`src/rtl/dht_read_scheduler_if.sv`:
```
// rtl/dht_read_scheduler_if.sv - request/response handshake bundle between decoder, scheduler and formatter
interface dht_read_scheduler_if;
  logic        req_valid;
  logic [2:0]  req_cmd;
  logic        req_ready;
  logic        rsp_valid;
  logic [2:0]  rsp_cmd;
  logic [39:0] rsp_data;
  logic        rsp_error;
  logic        rsp_timeout;
  logic        rsp_ready;

  // Requester side: issues commands and consumes responses
  modport master (
    output req_valid, req_cmd, rsp_ready,
    input  req_ready, rsp_valid, rsp_cmd, rsp_data, rsp_error, rsp_timeout
  );

  // Scheduler side
  modport slave (
    input  req_valid, req_cmd, rsp_ready,
    output req_ready, rsp_valid, rsp_cmd, rsp_data, rsp_error, rsp_timeout
  );
endinterface

```
`src/rtl/dht_read_scheduler.sv`:
```
// rtl/dht_read_scheduler.sv - sequences DHT11 reads with inter-read gap, timeout and continuous refresh
module dht_read_scheduler #(
  parameter int MIN_GAP     = 50_000_000,
  parameter int TIMEOUT     = 2_500_000,
  parameter int CONT_PERIOD = 100_000_000
) (
  input  logic                   clk,
  input  logic                   rst_n,
  dht_read_scheduler_if.slave    bus,
  output logic                   dht_start,
  input  logic                   dht_done,
  input  logic                   dht_error,
  input  logic [39:0]            dht_data,
  output logic                   cont_active
);

  localparam int GW = (MIN_GAP > 2) ? $clog2(MIN_GAP) : 1;
  localparam int TW = (TIMEOUT > 2) ? $clog2(TIMEOUT) : 1;
  localparam int PW = (CONT_PERIOD > 2) ? $clog2(CONT_PERIOD) : 1;

  localparam logic [GW-1:0] GAP_LAST = GW'(MIN_GAP - 1);
  localparam logic [GW-1:0] GAP_ONE  = GW'(1);
  localparam logic [TW-1:0] TMO_LAST = TW'(TIMEOUT - 1);
  localparam logic [TW-1:0] TMO_ONE  = TW'(1);
  localparam logic [PW-1:0] PER_LAST = PW'(CONT_PERIOD - 1);
  localparam logic [PW-1:0] PER_ONE  = PW'(1);

  typedef enum logic [2:0] {
    S_IDLE,
    S_GAP_WAIT,
    S_START,
    S_WAIT_DONE,
    S_RESPOND
  } state_t;

  state_t state, state_n;

  logic [GW-1:0] since_start;   // cycles elapsed since the last dht_start, saturating
  logic          gap_first;     // no read issued since reset, so no gap to honour
  logic [TW-1:0] tmo_cnt;       // cycles since dht_start of the read in flight
  logic [PW-1:0] per_cnt;
  logic          cont_pending;
  logic [2:0]    cont_cmd;
  logic [2:0]    cur_cmd;
  logic [2:0]    rsp_cmd_q;
  logic [39:0]   rsp_data_q;
  logic          rsp_error_q;
  logic          rsp_timeout_q;

  logic accept;
  logic take_pending;
  logic req_is_cont;
  logic gap_ok;

  assign accept       = (state == S_IDLE) && bus.req_valid;
  assign take_pending = (state == S_IDLE) && !bus.req_valid && cont_pending;
  assign req_is_cont  = (bus.req_cmd[2:1] == 2'b11);
  // START follows GAP_WAIT by one cycle, so release one cycle before the gap expires
  assign gap_ok       = gap_first || (since_start == GAP_LAST);

  // State register
  always_ff @(posedge clk) begin
    if (!rst_n) state <= S_IDLE;
    else        state <= state_n;
  end

  // Next-state decode
  always_comb begin
    state_n = state;
    case (state)
      S_IDLE:      if (accept || take_pending) state_n = S_GAP_WAIT;
      S_GAP_WAIT:  if (gap_ok) state_n = S_START;
      S_START:     state_n = S_WAIT_DONE;
      S_WAIT_DONE: if (dht_done || (tmo_cnt == TMO_LAST)) state_n = S_RESPOND;
      S_RESPOND:   if (bus.rsp_ready) state_n = S_IDLE;
      default:     state_n = S_IDLE;
    endcase
  end

  // Outputs; handshake strobes are masked while reset is held so nothing leaks out
  always_comb begin
    bus.req_ready   = rst_n && (state == S_IDLE);
    dht_start       = rst_n && (state == S_START);
    bus.rsp_valid   = rst_n && (state == S_RESPOND);
    bus.rsp_cmd     = rsp_cmd_q;
    bus.rsp_data    = rsp_data_q;
    bus.rsp_error   = rsp_error_q;
    bus.rsp_timeout = rsp_timeout_q;
  end

  // Gap/timeout/period counters, continuous-mode bookkeeping and response capture
  always_ff @(posedge clk) begin
    if (!rst_n) begin
      since_start   <= '0;
      gap_first     <= 1'b1;
      tmo_cnt       <= '0;
      per_cnt       <= '0;
      cont_active   <= 1'b0;
      cont_pending  <= 1'b0;
      cont_cmd      <= '0;
      cur_cmd       <= '0;
      rsp_cmd_q     <= '0;
      rsp_data_q    <= '0;
      rsp_error_q   <= 1'b0;
      rsp_timeout_q <= 1'b0;
    end else begin
      if (state == S_START) begin
        since_start <= GAP_ONE;
        gap_first   <= 1'b0;
      end else if (since_start != GAP_LAST) begin
        since_start <= since_start + GAP_ONE;
      end

      if ((state == S_START) || (state == S_WAIT_DONE)) tmo_cnt <= tmo_cnt + TMO_ONE;
      else                                               tmo_cnt <= '0;

      // Consume an old tick first so a tick landing this cycle is not lost
      if (take_pending) begin
        cur_cmd      <= cont_cmd;
        cont_pending <= 1'b0;
      end

      if (accept && req_is_cont) begin
        per_cnt <= '0;
      end else if (cont_active) begin
        if (per_cnt == PER_LAST) begin
          per_cnt      <= '0;
          cont_pending <= 1'b1;
        end else begin
          per_cnt <= per_cnt + PER_ONE;
        end
      end

      // External request wins over a pending tick; a non-continuous one ends the mode
      if (accept) begin
        cur_cmd <= bus.req_cmd;
        if (req_is_cont) begin
          cont_active <= 1'b1;
          cont_cmd    <= bus.req_cmd;
        end else begin
          cont_active  <= 1'b0;
          cont_pending <= 1'b0;
        end
      end

      if (state == S_WAIT_DONE) begin
        if (dht_done) begin
          rsp_cmd_q     <= cur_cmd;
          rsp_data_q    <= dht_data;
          rsp_error_q   <= dht_error;
          rsp_timeout_q <= 1'b0;
        end else if (tmo_cnt == TMO_LAST) begin
          rsp_cmd_q     <= cur_cmd;
          rsp_data_q    <= '0;
          rsp_error_q   <= 1'b1;
          rsp_timeout_q <= 1'b1;
        end
      end
    end
  end

endmodule

```
`src/flat_wrapper.sv`:
```
// flat-port wrapper written by rule: the top's interface ports become plain ports
module dht_read_scheduler_flat 
#(
  parameter int MIN_GAP     = 50_000_000,
  parameter int TIMEOUT     = 2_500_000,
  parameter int CONT_PERIOD = 100_000_000
)
  (clk, rst_n, dht_start, dht_done, dht_error, dht_data, cont_active, bus_req_valid, bus_req_cmd, bus_rsp_ready, bus_req_ready, bus_rsp_valid, bus_rsp_cmd, bus_rsp_data, bus_rsp_error, bus_rsp_timeout);
  dht_read_scheduler_if bus_i ();
  input  logic clk;
  input  logic rst_n;
  output logic dht_start;
  input  logic dht_done;
  input  logic dht_error;
  input  logic [39:0] dht_data;
  output logic cont_active;
  input wire logic [$bits(bus_i.req_valid)-1:0] bus_req_valid;
  input wire logic [$bits(bus_i.req_cmd)-1:0] bus_req_cmd;
  input wire logic [$bits(bus_i.rsp_ready)-1:0] bus_rsp_ready;
  output wire logic [$bits(bus_i.req_ready)-1:0] bus_req_ready;
  output wire logic [$bits(bus_i.rsp_valid)-1:0] bus_rsp_valid;
  output wire logic [$bits(bus_i.rsp_cmd)-1:0] bus_rsp_cmd;
  output wire logic [$bits(bus_i.rsp_data)-1:0] bus_rsp_data;
  output wire logic [$bits(bus_i.rsp_error)-1:0] bus_rsp_error;
  output wire logic [$bits(bus_i.rsp_timeout)-1:0] bus_rsp_timeout;
  assign bus_i.req_valid = bus_req_valid;
  assign bus_i.req_cmd = bus_req_cmd;
  assign bus_i.rsp_ready = bus_rsp_ready;
  assign bus_req_ready = bus_i.req_ready;
  assign bus_rsp_valid = bus_i.rsp_valid;
  assign bus_rsp_cmd = bus_i.rsp_cmd;
  assign bus_rsp_data = bus_i.rsp_data;
  assign bus_rsp_error = bus_i.rsp_error;
  assign bus_rsp_timeout = bus_i.rsp_timeout;
  dht_read_scheduler #(.MIN_GAP(MIN_GAP), .TIMEOUT(TIMEOUT), .CONT_PERIOD(CONT_PERIOD)) u_core (.clk(clk), .rst_n(rst_n), .bus(bus_i), .dht_start(dht_start), .dht_done(dht_done), .dht_error(dht_error), .dht_data(dht_data), .cont_active(cont_active));
endmodule
```
`config.mk`:
```
export PLATFORM = sky130hd
export DESIGN_NAME = dht_read_scheduler_flat
export DESIGN_NICKNAME = d
export VERILOG_FILES = /design/src/rtl/dht_read_scheduler_if.sv /design/src/rtl/dht_read_scheduler.sv /design/src/flat_wrapper.sv
export SDC_FILE = /design/constraint.sdc
export NUM_CORES = 1
export LEC_CHECK = 0
export CAP_MARGIN = 20
export CORE_MARGIN = 10
export CORE_UTILIZATION = 55
export CTS_CLUSTER_SIZE = 30
export DETAILED_ROUTE_END_ITERATION = 6
export PLACE_DENSITY_LB_ADDON = 0.12
export RECOVER_POWER = 25
export SYNTH_ARGS = -nofsm -noshare
export SYNTH_HDL_FRONTEND = slang
export SYNTH_SLANG_ARGS = --single-unit
```
`constraint.sdc`:
```
create_clock -name clk -period 6.5 [get_ports clk]
set_clock_uncertainty 0.2 [all_clocks]
set_input_delay 1.3 -clock clk [delete_from_list [all_inputs] [get_ports clk]]
set_output_delay 1.3 -clock clk [all_outputs]
set_load 0.05 [all_outputs]
```
After elaboration in Yosys (flattened, before gate mapping)

Cells that the tools add are included.

Flip-flop bits (word level): 132
Input port bits: 49
Output and inout port bits: 49
Word-level logic and storage cells: 77

Add/sub/neg operators: 3
Eq/ne operators: 13
Mux-type cells: 24
Bitwise gates (word level): 1
Reduce and logical (&&, ||, !) cells: 22

Operators by type and width:

| cell                    | number |
|---|---|
| $mux W40                | 2 |
| $add A27 B1 Y27 const B | 1 |
| $eq A27 B27 Y1 const B  | 1 |
| $mux W27                | 1 |
| $add A26 B1 Y26 const B | 1 |
| $eq A26 B26 Y1 const B  | 1 |
| $ne A26 B26 Y1 const B  | 1 |
| $mux W3                 | 8 |
| $add A22 B1 Y22 const B | 1 |
| $eq A22 B22 Y1 const B  | 1 |
| $pmux W3 S5             | 1 |
| $mux W1                 | 12 |
| $logic_and A1 B1 Y1     | 7 |
| $eq A3 B2 Y1 const B    | 2 |
| $reduce_and A2 Y1       | 3 |
| $reduce_bool A2 Y1      | 3 |
| $logic_or A1 B1 Y1      | 4 |
| $ne A2 B1 Y1 const B    | 2 |
| $ne A2 B2 Y1 const B    | 2 |
| $reduce_and A4 Y1       | 1 |
| $reduce_or A2 Y1        | 2 |
| $eq A3 B1 Y1 const B    | 1 |
| $eq A3 B3 Y1 const B    | 1 |
| $logic_not A3 Y1        | 1 |
| other kinds (3)         | 3 |

Depth between registers and ports, before layout

Depth after elaboration: 9
Depth in mapped cells: 8
Depth with buffers taken out: 6

Worst setup path before layout

OpenSTA, ideal clock, no wires.

Path type: input -> output
From: input rst_n
To: output bus_req_ready
Arrival time: 2.300 ns
Data required time: 5.000 ns
Setup slack: 2.700 ns
Cell stages on the path: 3
Buffers on the path: 2
Path through: clkbuf_1 -> clkbuf_1 -> and2_1

Word-level cells in the longest chain between the ends: 1

RTL lines:

| item                | RTL line                 | text |
|---|---|---|
| from (decl)         | flat_wrapper.sv:11       | `input logic rst_n;` |
| $logic_and A1 B1 Y1 | dht_read_scheduler.sv:82 | `bus.req_ready = rst_n && (state == S_IDLE);` |
| to (decl)           | flat_wrapper.sv:20       | `output wire logic [$bits(bus_i.req_ready)-1:0] bus_req_ready;` |

No other way between the ends.

Final worst setup path

From: input rst_n
To: output bus_rsp_valid

Word-level cells in the longest chain between the ends: 1

RTL lines:

| item                | RTL line                 | text |
|---|---|---|
| $logic_and A1 B1 Y1 | dht_read_scheduler.sv:84 | `bus.rsp_valid = rst_n && (state == S_RESPOND);` |
| to (decl)           | flat_wrapper.sv:21       | `output wire logic [$bits(bus_i.rsp_valid)-1:0] bus_rsp_valid;` |

No other way between the ends.

==> summary.txt <==
Status
  – Status: complete, but fails checks
  – Failing checks: max-capacitance violations, max-slew violations

Timing
  – RSZ-0062 raised after global routing: no
  – Final WS setup: 1.63 ns
  – Setup tns final: 0 ns
  – Max Freq: roughly 210 MHz
  – Max-slew headroom: -35.8%
  – Final number of setup-violating endpoints: 0
  – Fin crit share: about three quarters
  – Worst-Margin Slew: 2.04 ns
  – Slew Viols, Final: 47
  – Fin crit period: about 5 ns
  – Final Hold Fails: 0

Yosys
  – Post-synth cell types: 45
  – EDFF count, synth: 0
  – Top-count cell post-synth: dfxtp_1
  – Synth Instances: ~660
  – Mean post-synth cell area: 8.77 um^2
  – Top cells by area, synth: dfxtp_1 46%, xor2_1 7.9%, nand3_1 5.9%
  – Synth warnings: 0
  – Synthesized net count: around 710
  – Largest area contributor in the netlist: dfxtp_1
  – Register area share after synthesis: 46.0%
  – Mapped cell area: 5750 um^2
  – Post-synthesis sequential element count: about 130
  – Ys async rst share: 0%
  – Ys flop type: dfxtp_1
  – Post-synth top area share: ~46%
  – Synth cell count leaders: 132 x dfxtp_1, 76 x nor2_1, 70 x nand2_1, 68 x nand3_1, 52 x xor2_1

Critical path
  – CP Class: input pin to output pin
  – Nature of the critical path endpoint: output pin
  – Cells along the critical path: clkbuf_1, and3_1, clkdlybuf4s50_1
  – Worst Path Required: approximately 5 ns
  – Crit-path max FO: 34
  – Bufs and invs on worst path: 2
  – Top Family by Delay on Critical Path: buffers and inverters
  – Arrival @ worst endpoint: roughly 3.4 ns
  – Crit start category: input pin
  – CP peak stage delay: roughly 0.93 ns
  – CP max stage cell: clkbuf_1

Power
  – Power, Total: between 1500 and 2000 uW
  – Worst vdd ir: around 0.00020 V
  – Leakage dissipation: around 0.0026 uW
  – Power per standard cell area: about 260 nW/um^2

CTS
  – CTS Hold Buffers Added: 0
  – Root Buffer: clkbuf_8
  – Post-cts sizing count: 0
  – H-tree depth: 4
  – Skew-Pair Late Insertion Delay: 0.51 ns
  – TritonCTS buffer count: 17
  – Post-CTS setup repair buffer count: 0
  – CTS Buffer Depth: 2
  – CTS tree: done
  – Clk pin slew, worst setup/hold paths: about 0.05 ns
  – TritonCTS Sinks: about 130

Detailed routing
  – DR pass1 iterations: 4
  – Routed WL: 13.4 mm
  – Antenna-violating nets left: 0
  – Routed len/inst: 15.2 um
  – DR vias: about 4.8k
  – DRC viols: 0
  – Initial DRC count: about 270
  – Vias/cell: between 5 and 6

Cells and area
  – Register area: about 2600 um^2
  – Fraction of layout cells with a size suffix above 1: under 10%
  – Area growth, synth to finish: 27.3%
  – Fill cell count: 787
  – Footprint of the multi-input gates: approximately 2900 um^2
  – Final net count: slightly below 800

Place
  – Setup WS pre-CTS: around 2.2 ns
  – Hpwl dp: 9.22 mm
  – Port buffer count: 97
  – Final Wtd Congestion: 0.795

Hold path
  – Worst min path class: flop to flop

Global route
  – Largest net degree at the start of global routing: between 40 and 50
  – Initial antenna violation count: 1
  – First-pass GRT wire length: roughly 22 mm
  – Vias in the first global route: approximately 4.7k
  – Global Route Usage Sum: around 18%
  – Gr ovfl total: 0

Flow run
  – Maxcap violations: 1

Die
  – Die width: about 120 um
  – Row count: 37
  – Core footprint: between 10000 and 15000 um^2
  – Starting density of the core: a little under three fifths
  – DIE AREA: roughly 15000 um^2
  – IO Pins: 98
  – Die span in y: approximately 120 um
worst paths after layout:
kind | startpoint | end | slack, ns | cells past startpoint
max | rst_n | bus_rsp_valid | 1.63 | 3
min reg2reg | u_core.tmo_cnt[0] | u_core.tmo_cnt[0] | 0.25 | 1
min | u_core.tmo_cnt[0] | u_core.tmo_cnt[0] | 0.25 | 1
max reg2reg | u_core.tmo_cnt[0] | u_core.bus.rsp_cmd[0] | 3.23 | 7
power by group:
group / internal (uW) / switching, uW
Clock: 621 / 333
Sequential: 823 / 12.3
Combinational: 56.1 / 67.8
state kept, by name, summed over array words and instances (netlist names):
name,cells
u_core.bus.rsp_cmd,3
u_core.bus.rsp_data,40
u_core.bus.rsp_error,1
u_core.bus.rsp_timeout,1
u_core.cont_active,1
u_core.cont_cmd,3
u_core.cont_pending,1
u_core.cur_cmd,3
u_core.gap_first,1
u_core.per_cnt,27
u_core.since_start,26
u_core.state,3
u_core.tmo_cnt,22
metal layers:
metal	up-vias	global-route usage, %	routed length, um
li1	2433	-	-
met1	2276	20.2	5730
met2	79	28.3	6390
met3	15	9.30	1080
met4	0	7.36	238
met5	-	0	0
metrics by stage:
stage          hold WS, ns  cell area [um^2]  utilization, %  cells
2_1_floorplan        0.218              5750               -    655
3_3_place_gp         0.227              6720            65.7    854
3_5_place_dp         0.236              6720            65.7    854
4_1_cts              0.251              7320            71.5    886
5_1_grt              0.277              7310            71.5    887
6_report             0.249              7310            71.5    887
area by class of cell:
cell class,count,area share [%]
clock inverters,10,1.75
repair buffers,101,13.5
inverters,6,0.308
clock buffers,22,6.47
multi-input cells,479,39.5
diodes,1,0.0342
well taps,136,2.33
flip-flops and latches,132,36.1
cell usage in the layout, fill, tap and decap left out, drive strengths merged, types with 2 or more instances in the layout:
| cell | instances |
|---|---|
| nand4 | 33 |
| o21a | 4 |
| nor3b | 5 |
| o21ai | 18 |
| nor2b | 7 |
| nand2b | 2 |
| a21oi | 6 |
| and4 | 12 |
| clkdlybuf4s50 | 95 |
| bufinv | 3 |
| xor2 | 52 |
| nor3 | 6 |
| nor2 | 76 |
| clkbuf | 25 |
| clkinv | 6 |
| nor4b | 3 |
| and2 | 7 |
| mux2i | 2 |
| nand3 | 68 |
| or3 | 6 |
| and3 | 21 |
| inv | 6 |
| o211a | 5 |
| xnor2 | 13 |
| ha | 3 |
| nor4 | 6 |
| buf | 2 |
| dfxtp | 132 |
| a21boi | 44 |
| nand2 | 70 |
logic make-up after synthesis:
logic type | synth area share (%)
XOR/XNOR | 9.91
AND/OR/NAND/NOR | 29.2
adder cells (fa/ha/maj) | 0.653
multiplexers | 0.348
AO/OA/AOI/OAI | 10.1
buffers and inverters | 3.75
flip-flops | 46.0
No activity file was read; power rests on OpenSTA's default activity.
